`config.mk`:
```
export PLATFORM = sky130hd
export DESIGN_NAME = uart_tx_arbiter
export DESIGN_NICKNAME = d
export VERILOG_FILES = /design/src/rtl/uart_tx_arbiter_pkg.sv /design/src/rtl/uart_tx_arbiter_rr_picker.sv /design/src/rtl/uart_tx_arbiter.sv
export SDC_FILE = /design/constraint.sdc
export NUM_CORES = 1
export LEC_CHECK = 0
export ABC_AREA = 1
export BUFFER_PORTS_ARGS = -buffer_cell sky130_fd_sc_hd__buf_2
export CAP_MARGIN = 20
export CORE_UTILIZATION = 50
export DETAILED_ROUTE_END_ITERATION = 8
export HOLD_SLACK_MARGIN = 0.02
export PLACE_DENSITY = 0.81
export SYNTH_ARGS = -nofsm -noshare
export SYNTH_HDL_FRONTEND = slang
export SYNTH_SLANG_ARGS = --single-unit
```
`constraint.sdc`:
```
create_clock -name clk -period 6.19 [get_ports clk]
set_input_delay 0.9285 -clock clk [delete_from_list [all_inputs] [get_ports clk]]
set_output_delay 0.9285 -clock clk [all_outputs]
set_load 0.005 [all_outputs]
```
`src/rtl/uart_tx_arbiter_pkg.sv`:
```
// uart_tx_arbiter_pkg: shared FSM state type and arbiter limits
package uart_tx_arbiter_pkg;
  typedef enum logic [1:0] {IDLE, ISSUE, DRAIN} state_e;
  localparam int N_REQ_MAX = 8;
  localparam int LOCK_BURST_MAX = 16;
  localparam int IW = $clog2(N_REQ_MAX);
endpackage

```
`src/rtl/uart_tx_arbiter_rr_picker.sv`:
```
// rr_picker: round-robin search over a request vector starting at a pointer
module rr_picker import uart_tx_arbiter_pkg::*; #(
  parameter int N = 4
) (
  input  logic [N-1:0]  req_i,
  input  logic [IW-1:0] start_i,
  output logic          valid_o,
  output logic [IW-1:0] idx_o
);
  always_comb begin
    int j;
    logic [N-1:0] req_sh;
    j = 0;
    req_sh = '0;
    idx_o = '0;
    // Walk from the farthest offset back so the nearest requester wins last
    for (int k = N - 1; k >= 0; k--) begin
      j = int'(start_i) + k;
      j = (j >= N) ? j - N : j;
      req_sh = req_i >> j;
      if (req_sh[0]) idx_o = IW'(j);
    end
    valid_o = |req_i;
  end
endmodule

```
`src/rtl/uart_tx_arbiter.sv`:
```
// uart_tx_arbiter: round-robin arbiter feeding bytes from N_REQ requesters into one UART transmitter.
// Optional burst lock enabled with UART_TX_ARB_LOCK_EN.
module uart_tx_arbiter import uart_tx_arbiter_pkg::*; #(
  parameter int N_REQ = 4
) (
  input  logic               clk,
  input  logic               reset,
  input  logic [N_REQ-1:0]   req_valid,
  input  logic [N_REQ*8-1:0] req_data,
  input  logic [N_REQ-1:0]   req_lock,
  output logic [N_REQ-1:0]   req_ack,
  output logic               tx_send_req,
  output logic [7:0]         tx_data,
  input  logic               tx_busy,
  output logic [2:0]         grant_id,
  output logic               arb_active
);
  state_e state_q, state_d;
  logic [7:0] data_q, data_d;
  logic [IW-1:0] grant_q, grant_d, rr_q, rr_d, nxt, pick_idx;
  logic [N_REQ-1:0] ack_q, ack_d;
  logic send_q, send_d, pick_v;
  logic [N_REQ*8-1:0] data_sh;

  rr_picker #(.N(N_REQ)) u_pick (
    .req_i  (req_valid),
    .start_i(rr_q),
    .valid_o(pick_v),
    .idx_o  (pick_idx)
  );

  assign data_sh = req_data >> (8 * pick_idx);
  assign nxt = (grant_q == IW'(N_REQ - 1)) ? '0 : grant_q + 1'b1;

`ifdef UART_TX_ARB_LOCK_EN
  logic [3:0] cnt_q, cnt_d;
  logic lock_hold;
  // Hold the pointer on a locked requester until it has sent LOCK_BURST_MAX bytes in a row
  assign lock_hold = |(req_lock & (N_REQ'(1) << grant_q)) && cnt_q != 4'(LOCK_BURST_MAX - 1);
`else
  logic unused_lock;
  assign unused_lock = ^req_lock;
`endif

  always_comb begin
    state_d = state_q;
    data_d = data_q;
    grant_d = grant_q;
    rr_d = rr_q;
    ack_d = '0;
    send_d = send_q;
`ifdef UART_TX_ARB_LOCK_EN
    cnt_d = cnt_q;
`endif
    case (state_q)
      IDLE: if (!tx_busy && pick_v) begin
        data_d = data_sh[7:0];
        grant_d = pick_idx;
        ack_d = N_REQ'(1) << pick_idx;
        send_d = 1'b1;
        state_d = ISSUE;
`ifdef UART_TX_ARB_LOCK_EN
        cnt_d = (pick_idx != grant_q) ? '0 : cnt_q;
`endif
      end
      ISSUE: if (tx_busy) begin
        send_d = 1'b0;
        state_d = DRAIN;
      end
      DRAIN: if (!tx_busy) begin
        state_d = IDLE;
`ifdef UART_TX_ARB_LOCK_EN
        rr_d = lock_hold ? grant_q : nxt;
        cnt_d = lock_hold ? cnt_q + 4'd1 : '0;
`else
        rr_d = nxt;
`endif
      end
      default: state_d = IDLE;
    endcase
  end

  always_ff @(posedge clk or negedge reset) begin
    if (!reset) begin
      state_q <= IDLE;
      data_q <= '0;
      grant_q <= '0;
      rr_q <= '0;
      ack_q <= '0;
      send_q <= 1'b0;
`ifdef UART_TX_ARB_LOCK_EN
      cnt_q <= '0;
`endif
    end else begin
      state_q <= state_d;
      data_q <= data_d;
      grant_q <= grant_d;
      rr_q <= rr_d;
      ack_q <= ack_d;
      send_q <= send_d;
`ifdef UART_TX_ARB_LOCK_EN
      cnt_q <= cnt_d;
`endif
    end
  end

  assign req_ack = ack_q;
  assign tx_send_req = send_q;
  assign tx_data = data_q;
  assign grant_id = 3'(grant_q);
  assign arb_active = state_q != IDLE;
endmodule
```
# Word level (Yosys, flattened, before mapping)
# Index checks and enable logic that the tools add are counted.
[totals] regBits=21 input_bits=43 out_inout_bits=17 wordCells=59
[op_classes] addsub=8 magnitude_cmp=4 n_eq_ne=6 shifts=6 mux=18 n_bitwise=1 n_reduce_logical=10
[op_table] op="two-way mux 32 bit" n=4
[op_table] op="right shift 4 x 32 -> 1 bit" n=4
[op_table] op=">= comparator 32 x 4 -> 1 bit, second input constant" n=3
[op_table] op="subtractor 32 x 4 -> 32 bit, second input constant" n=3
[op_table] op="right shift 32 x 6 -> 8 bit" n=1
[op_table] op="two-way mux 3 bit" n=5
[op_table] op="adder 3 x 2 -> 4 bit, second input constant" n=2
[op_table] op="two-way mux 4 bit" n=2
[op_table] op="two-way mux 2 bit" n=3
[op_table] op="inequality test 2 bit, second input constant" n=3
[op_table] op="one-hot mux 2 bit (3 select lines)" n=1
[op_table] op="AND reduction 3 bit" n=2
[op_table] op="adder 3 x 1 -> 4 bit, second input constant" n=1
[op_table] op="AND reduction 2 bit" n=2
[op_table] op="nonzero test 2 bit" n=2
[op_table] op="OR reduction 4 bit" n=1
[op_table] op="<< shifter 1 x 3 -> 4 bit, first input constant" n=1
[op_table] op="subtractor 3 x 3 -> 4 bit, second input constant" n=1
[op_table] op="adder 3 x 1 -> 3 bit, second input constant" n=1
[op_table] op="equality test 3 x 2 -> 1 bit, second input constant" n=1
[op_table] op=">= comparator 3 bit, second input constant" n=1
[op_table] op="equality test 2 x 1 -> 1 bit, second input constant" n=1
[op_table] op="equality test 2 bit, second input constant" n=1
[op_table] op="zero test 2 bit" n=1
[op_table] op="other kinds (5)" n=6

# Logic depth before layout (Yosys ltp)
[logic_depth] ltp_word=11 depth_mapped=18

# By module
# Synthesis repeated with hierarchy kept, for this count alone.
[hier_totals] hier_cells=245 area_unflattened_um2=1660.3
[modules_own_cells] mod="uart_tx_arbiter" n_inst=1 cells_each=165 area_each_um2=1217.4 seq_area_each_um2=525.5
[modules_own_cells] mod="rr_picker" n_inst=1 cells_each=80 area_each_um2=442.9 seq_area_each_um2=0.0

# Least setup slack after synthesis
# Ideal clock, no wire load.
[synth_timing] path_kind="input port to flip-flop" start="input port req_valid[3]" end="register data_q[2], in the netlist tx_data[2]" setup_time_ns=0.117 t_arrival_ns=2.000 t_required_ns=6.073 slack_ns=4.073 stages=16 n_path_buf=1 cell_sequence="inv_1 > nand2_1 > nand2_1 > nor2_2 > nand2_2 > nand2_4 > nand2_2 > nand2_2 > nand2_2 > nand2_4 > nand2_4 > buf_8 > nand2_2 > nand3_1 > nand3_1 > nand2_1"
[synth_between] elab_chain_len=6
[synth_rtl] item="start, declared" line="uart_tx_arbiter.sv:8" text="input logic [N_REQ-1:0] req_valid,"
[synth_rtl] item="right shift 4 x 32 -> 1 bit" line="uart_tx_arbiter_rr_picker.sv:20" text="req_sh = req_i >> j;"
[synth_rtl] item="two-way mux 3 bit (4 in series)" line="uart_tx_arbiter_rr_picker.sv:21" text="if (req_sh[0]) idx_o = IW'(j);"
[synth_rtl] item="right shift 32 x 6 -> 8 bit" line="uart_tx_arbiter.sv:32" text="assign data_sh = req_data >> (8 * pick_idx);"
[synth_rtl] item="end signal, assigned" line="uart_tx_arbiter.sv:96" text="data_q <= data_d;"
[synth_rtl] item="end, declared" line="uart_tx_arbiter.sv:19" text="logic [7:0] data_q, data_d;"
# Several ways; a longest one is shown, not always the timed one.
# A chain may end at the register's enable or synchronous reset.

# Final worst setup path
[layout_timing] start="register rr_q[0]" end="register data_q[7], in the netlist tx_data[7]"
[layout_between] elab_chain_len=9
[layout_rtl] item="start, declared" line="uart_tx_arbiter.sv:20" text="logic [IW-1:0] grant_q, grant_d, rr_q, rr_d, nxt, pick_idx;"
[layout_rtl] item="start signal, assigned" line="uart_tx_arbiter.sv:98" text="rr_q <= rr_d;"
[layout_rtl] item="adder 3 x 2 -> 4 bit" line="uart_tx_arbiter_rr_picker.sv:18" text="j = int'(start_i) + k;"
[layout_rtl] item="subtractor 32 x 4 -> 32 bit or >= comparator 32 x 4 -> 1 bit (tied branches)" line="uart_tx_arbiter_rr_picker.sv:19" text="j = (j >= N) ? j - N : j;"
[layout_rtl] item="two-way mux 32 bit" line="uart_tx_arbiter_rr_picker.sv:19"
[layout_rtl] item="right shift 4 x 32 -> 1 bit" line="uart_tx_arbiter_rr_picker.sv:20"
[layout_rtl] item="two-way mux 3 bit (3 in series)" line="uart_tx_arbiter_rr_picker.sv:21"
[layout_rtl] item="two-way mux 3 bit *" line="uart_tx_arbiter_rr_picker.sv:21"
[layout_rtl] item="right shift 32 x 6 -> 8 bit *" line="uart_tx_arbiter.sv:32"
# Mark *: on every way between the ends. The rest lies on a longest branch, timed or not.

==> flow_metrics.env <==
export IMPL_status="completed"
export IMPL_internal_power_uw=505
export IMPL_nets=329
export IMPL_synth_main_ff_cell="dfrtp_1"
export IMPL_synth_warnings=0
export IMPL_switchingPower_uw=591
export IMPL_wirelength_um=3420
export IMPL_path_max_fanout=12
export IMPL_drt_iter0_drc=70
export IMPL_p_leak_uw=0.00109
export IMPL_critPathCaptureType="register"
export IMPL_relSlewSlack_pct=65.2
export IMPL_clock_path_buffers=2
export IMPL_worstPathArrival_ns=2.84
export IMPL_finalClockSkew_ns=0.00704
export IMPL_die_y_um=58.5
export IMPL_required_ns=6.39
export IMPL_grt_pass1_vias=1458
export IMPL_postSynth_asyncResetShare_pct=100
export IMPL_start_util_pct=52.3
export IMPL_clock_root_buffer="clkbuf_4"
export IMPL_clkPwrFrac_pct=5.9
export IMPL_use_met1_pct=32.4
export IMPL_place_area_mm2=0.00187
export IMPL_hold_viol=0
export IMPL_antenna_left=0
export IMPL_grt_usage_pct=23.4
export IMPL_layout_commonest_cell="nand2_1"
export IMPL_place_gp_congestion=0.783
export IMPL_via_per_inst=4.96
export IMPL_cap_violations=0
export IMPL_synth_nets=276
export IMPL_synth_top_area_cell="dfrtp_1"
export IMPL_core_area_mm2=0.00305
export IMPL_clock_fmax_ghz=0.379
export IMPL_wire_per_inst_um=10.7
export IMPL_cts_tree="yes"
export IMPL_cts_buffers=3
export IMPL_place_detailed_hpwl_um=2710
export IMPL_cts_sinks=21
export IMPL_grt_pass1_wl_um=6280
export IMPL_synthCells=224
export IMPL_num_vias=1587
export IMPL_synth_edf_count=0
export IMPL_tns_ns=0
export IMPL_peakVddDrop_mv=0.369
export IMPL_p_per_area_mw_per_mm2=576
export IMPL_tightest_slew_ns=0.523
export IMPL_synthTopCellsByArea="dfrtp_1 (33%), nand3_1 (16%), nand2_1 (14%)"
export IMPL_syn_area_per_cell_um2=7.13
export IMPL_switching_share_pct=53.9
export IMPL_combinationalPowerShare_pct=71.4
export IMPL_clk_pin_slew_ns=0.11
export IMPL_portBuffers=55
export IMPL_syn_area_mm2=0.00160
export IMPL_overflow=0
export IMPL_use_met3_pct=3.74
export IMPL_route_detailed_drc=0
export IMPL_seq_power_share_pct=22.7
export IMPL_finalSetupViolations=0
export IMPL_ys_types=25
export IMPL_dieArea_mm2=0.00342
export IMPL_insertion_delay_ns=0.30
export IMPL_fin_area_mm2=0.00190
export IMPL_post_route_min_period_ns=2.64
export IMPL_grt_util_met2_pct=38.9
export IMPL_reg2reg_slack_ns=3.55
export IMPL_post_cts_buffers=0
export IMPL_grt_max_degree=22
export IMPL_grt_busiest_layer="met2"
export IMPL_grt_setup_unrepaired="false"
export IMPL_io_pins=60
export IMPL_first_pass_iters=4
export IMPL_fin_cells=320
export IMPL_cp_start_kind="register"
export IMPL_placedCellCount=316
export IMPL_netlist_area_leader_share_pct=32.9
export IMPL_rows=20
export IMPL_area_growth_pct=19.1
export IMPL_hold_path_class="reg -> reg"
export IMPL_critPathKind="reg -> reg"
export IMPL_period_share_pct=42.7
export IMPL_antenna_found_initial=0
export IMPL_layout_drive_gt1_share_pct=31.5
export IMPL_ys_ff_latch=21
export IMPL_dieWidth_um=58.5
export IMPL_diodes=0
export IMPL_slew_violations=0
export IMPL_ys_seq_area_share_pct=32.9
export IMPL_final_cell_mix="nand2_1 (60), buf_2 (55), nand3_1 (52)"
export IMPL_htreeDepth=1
export IMPL_cts_resized=0
export IMPL_cts_hold_buf=0
==> path summary, 6_finish.rpt <==
path | from | endpoint | cells after the start
worst max-delay path | rr_q[0] | tx_data[7] | 14
worst min-delay path | tx_data[4] | tx_data[4] | 2
worst max register to register | rr_q[0] | tx_data[7] | 14
worst min register to register | tx_data[4] | tx_data[4] | 2
max in group asynchronous | reset | tx_data[4] | 1
min in group asynchronous | reset | state_q[0] | 1
==> area by class of cell <==
class	count	area, µm²
Multi-Input combinational cell	171	920
Timing Repair Buffer	55	275
Clock buffer	3	22.5
Tap cell	44	55.1
Sequential cell	21	526
Clock inverter	1	5.00
Fill cell	312	1150
Inverter	25	98.8
==> critical path: stages, from the launching register on <==
cell	delay [ns]
dfrtp_1	0.68
inv_6	0.10
ha_1	0.35
inv_1	0.14
nand3_1	0.09
nand2_1	0.08
inv_2	0.04
nand2_2	0.10
nand4_1	0.09
nand3_1	0.08
nand2_1	0.27
inv_2	0.26
nand3_1	0.10
nand3_1	0.09
nand2_1	0.06
==> sequential cells by signal (all words and copies together) (netlist names) <==
name	count
tx_send_req	1
tx_data	8
state_q	2
req_ack	4
rr_q	3
grant_id	3
==> cell usage after synthesis (2+ instances only) <==
library cell,instances
o21ai_0,7
dfrtp_1,21
ha_1,9
nand3_1,52
buf_2,3
nand2_1,60
nor2_1,11
a21oi_1,2
nand2_4,5
o21ai_1,2
nand2_2,17
inv_2,2
inv_1,21
==> routing by layer <==
| layer | share of wire, % | wire length, µm | vias to the layer above |
|---|---|---|---|
| met5 | 0 | 0 | - |
| met4 | 0.38 | 13 | 0 |
| met3 | 4.7 | 160 | 2 |
| met2 | 47 | 1610 | 45 |
| met1 | 48 | 1640 | 721 |
| li1 | - | - | 819 |
==> power groups by stage <==
stage	registers, µW	logic [µW]	clock network, µW
finish	248	782	64.8
global route	256	909	72.4
CTS	248	789	66.6
detailed placement	248	785	0
global placement	248	770	0
floorplan	234	672	0
==> stage by stage <==
step / setup WS (ns) / util (%) / power [µW] / hold WS [ns]
after global routing: 3.29 / 62.3 / 1240 / 0.550
after detailed placement: 3.59 / 61.4 / 1030 / 0.463
final: 3.55 / 62.3 / 1100 / 0.501
after global placement: 3.57 / 61.4 / 1020 / 0.461
after CTS: 3.54 / 62.3 / 1100 / 0.496
after floorplan: 4.07 / - / 906 / 0.473
==> cell families after synthesis <==
logic type	synth area share (%)
flops	32.9
fa+ha+maj	7.05
simple gates	45.0
compound gates	3.84
buf+inv	9.48
xor+xnor	1.72
No activity file was read; power rests on OpenSTA's default activity.
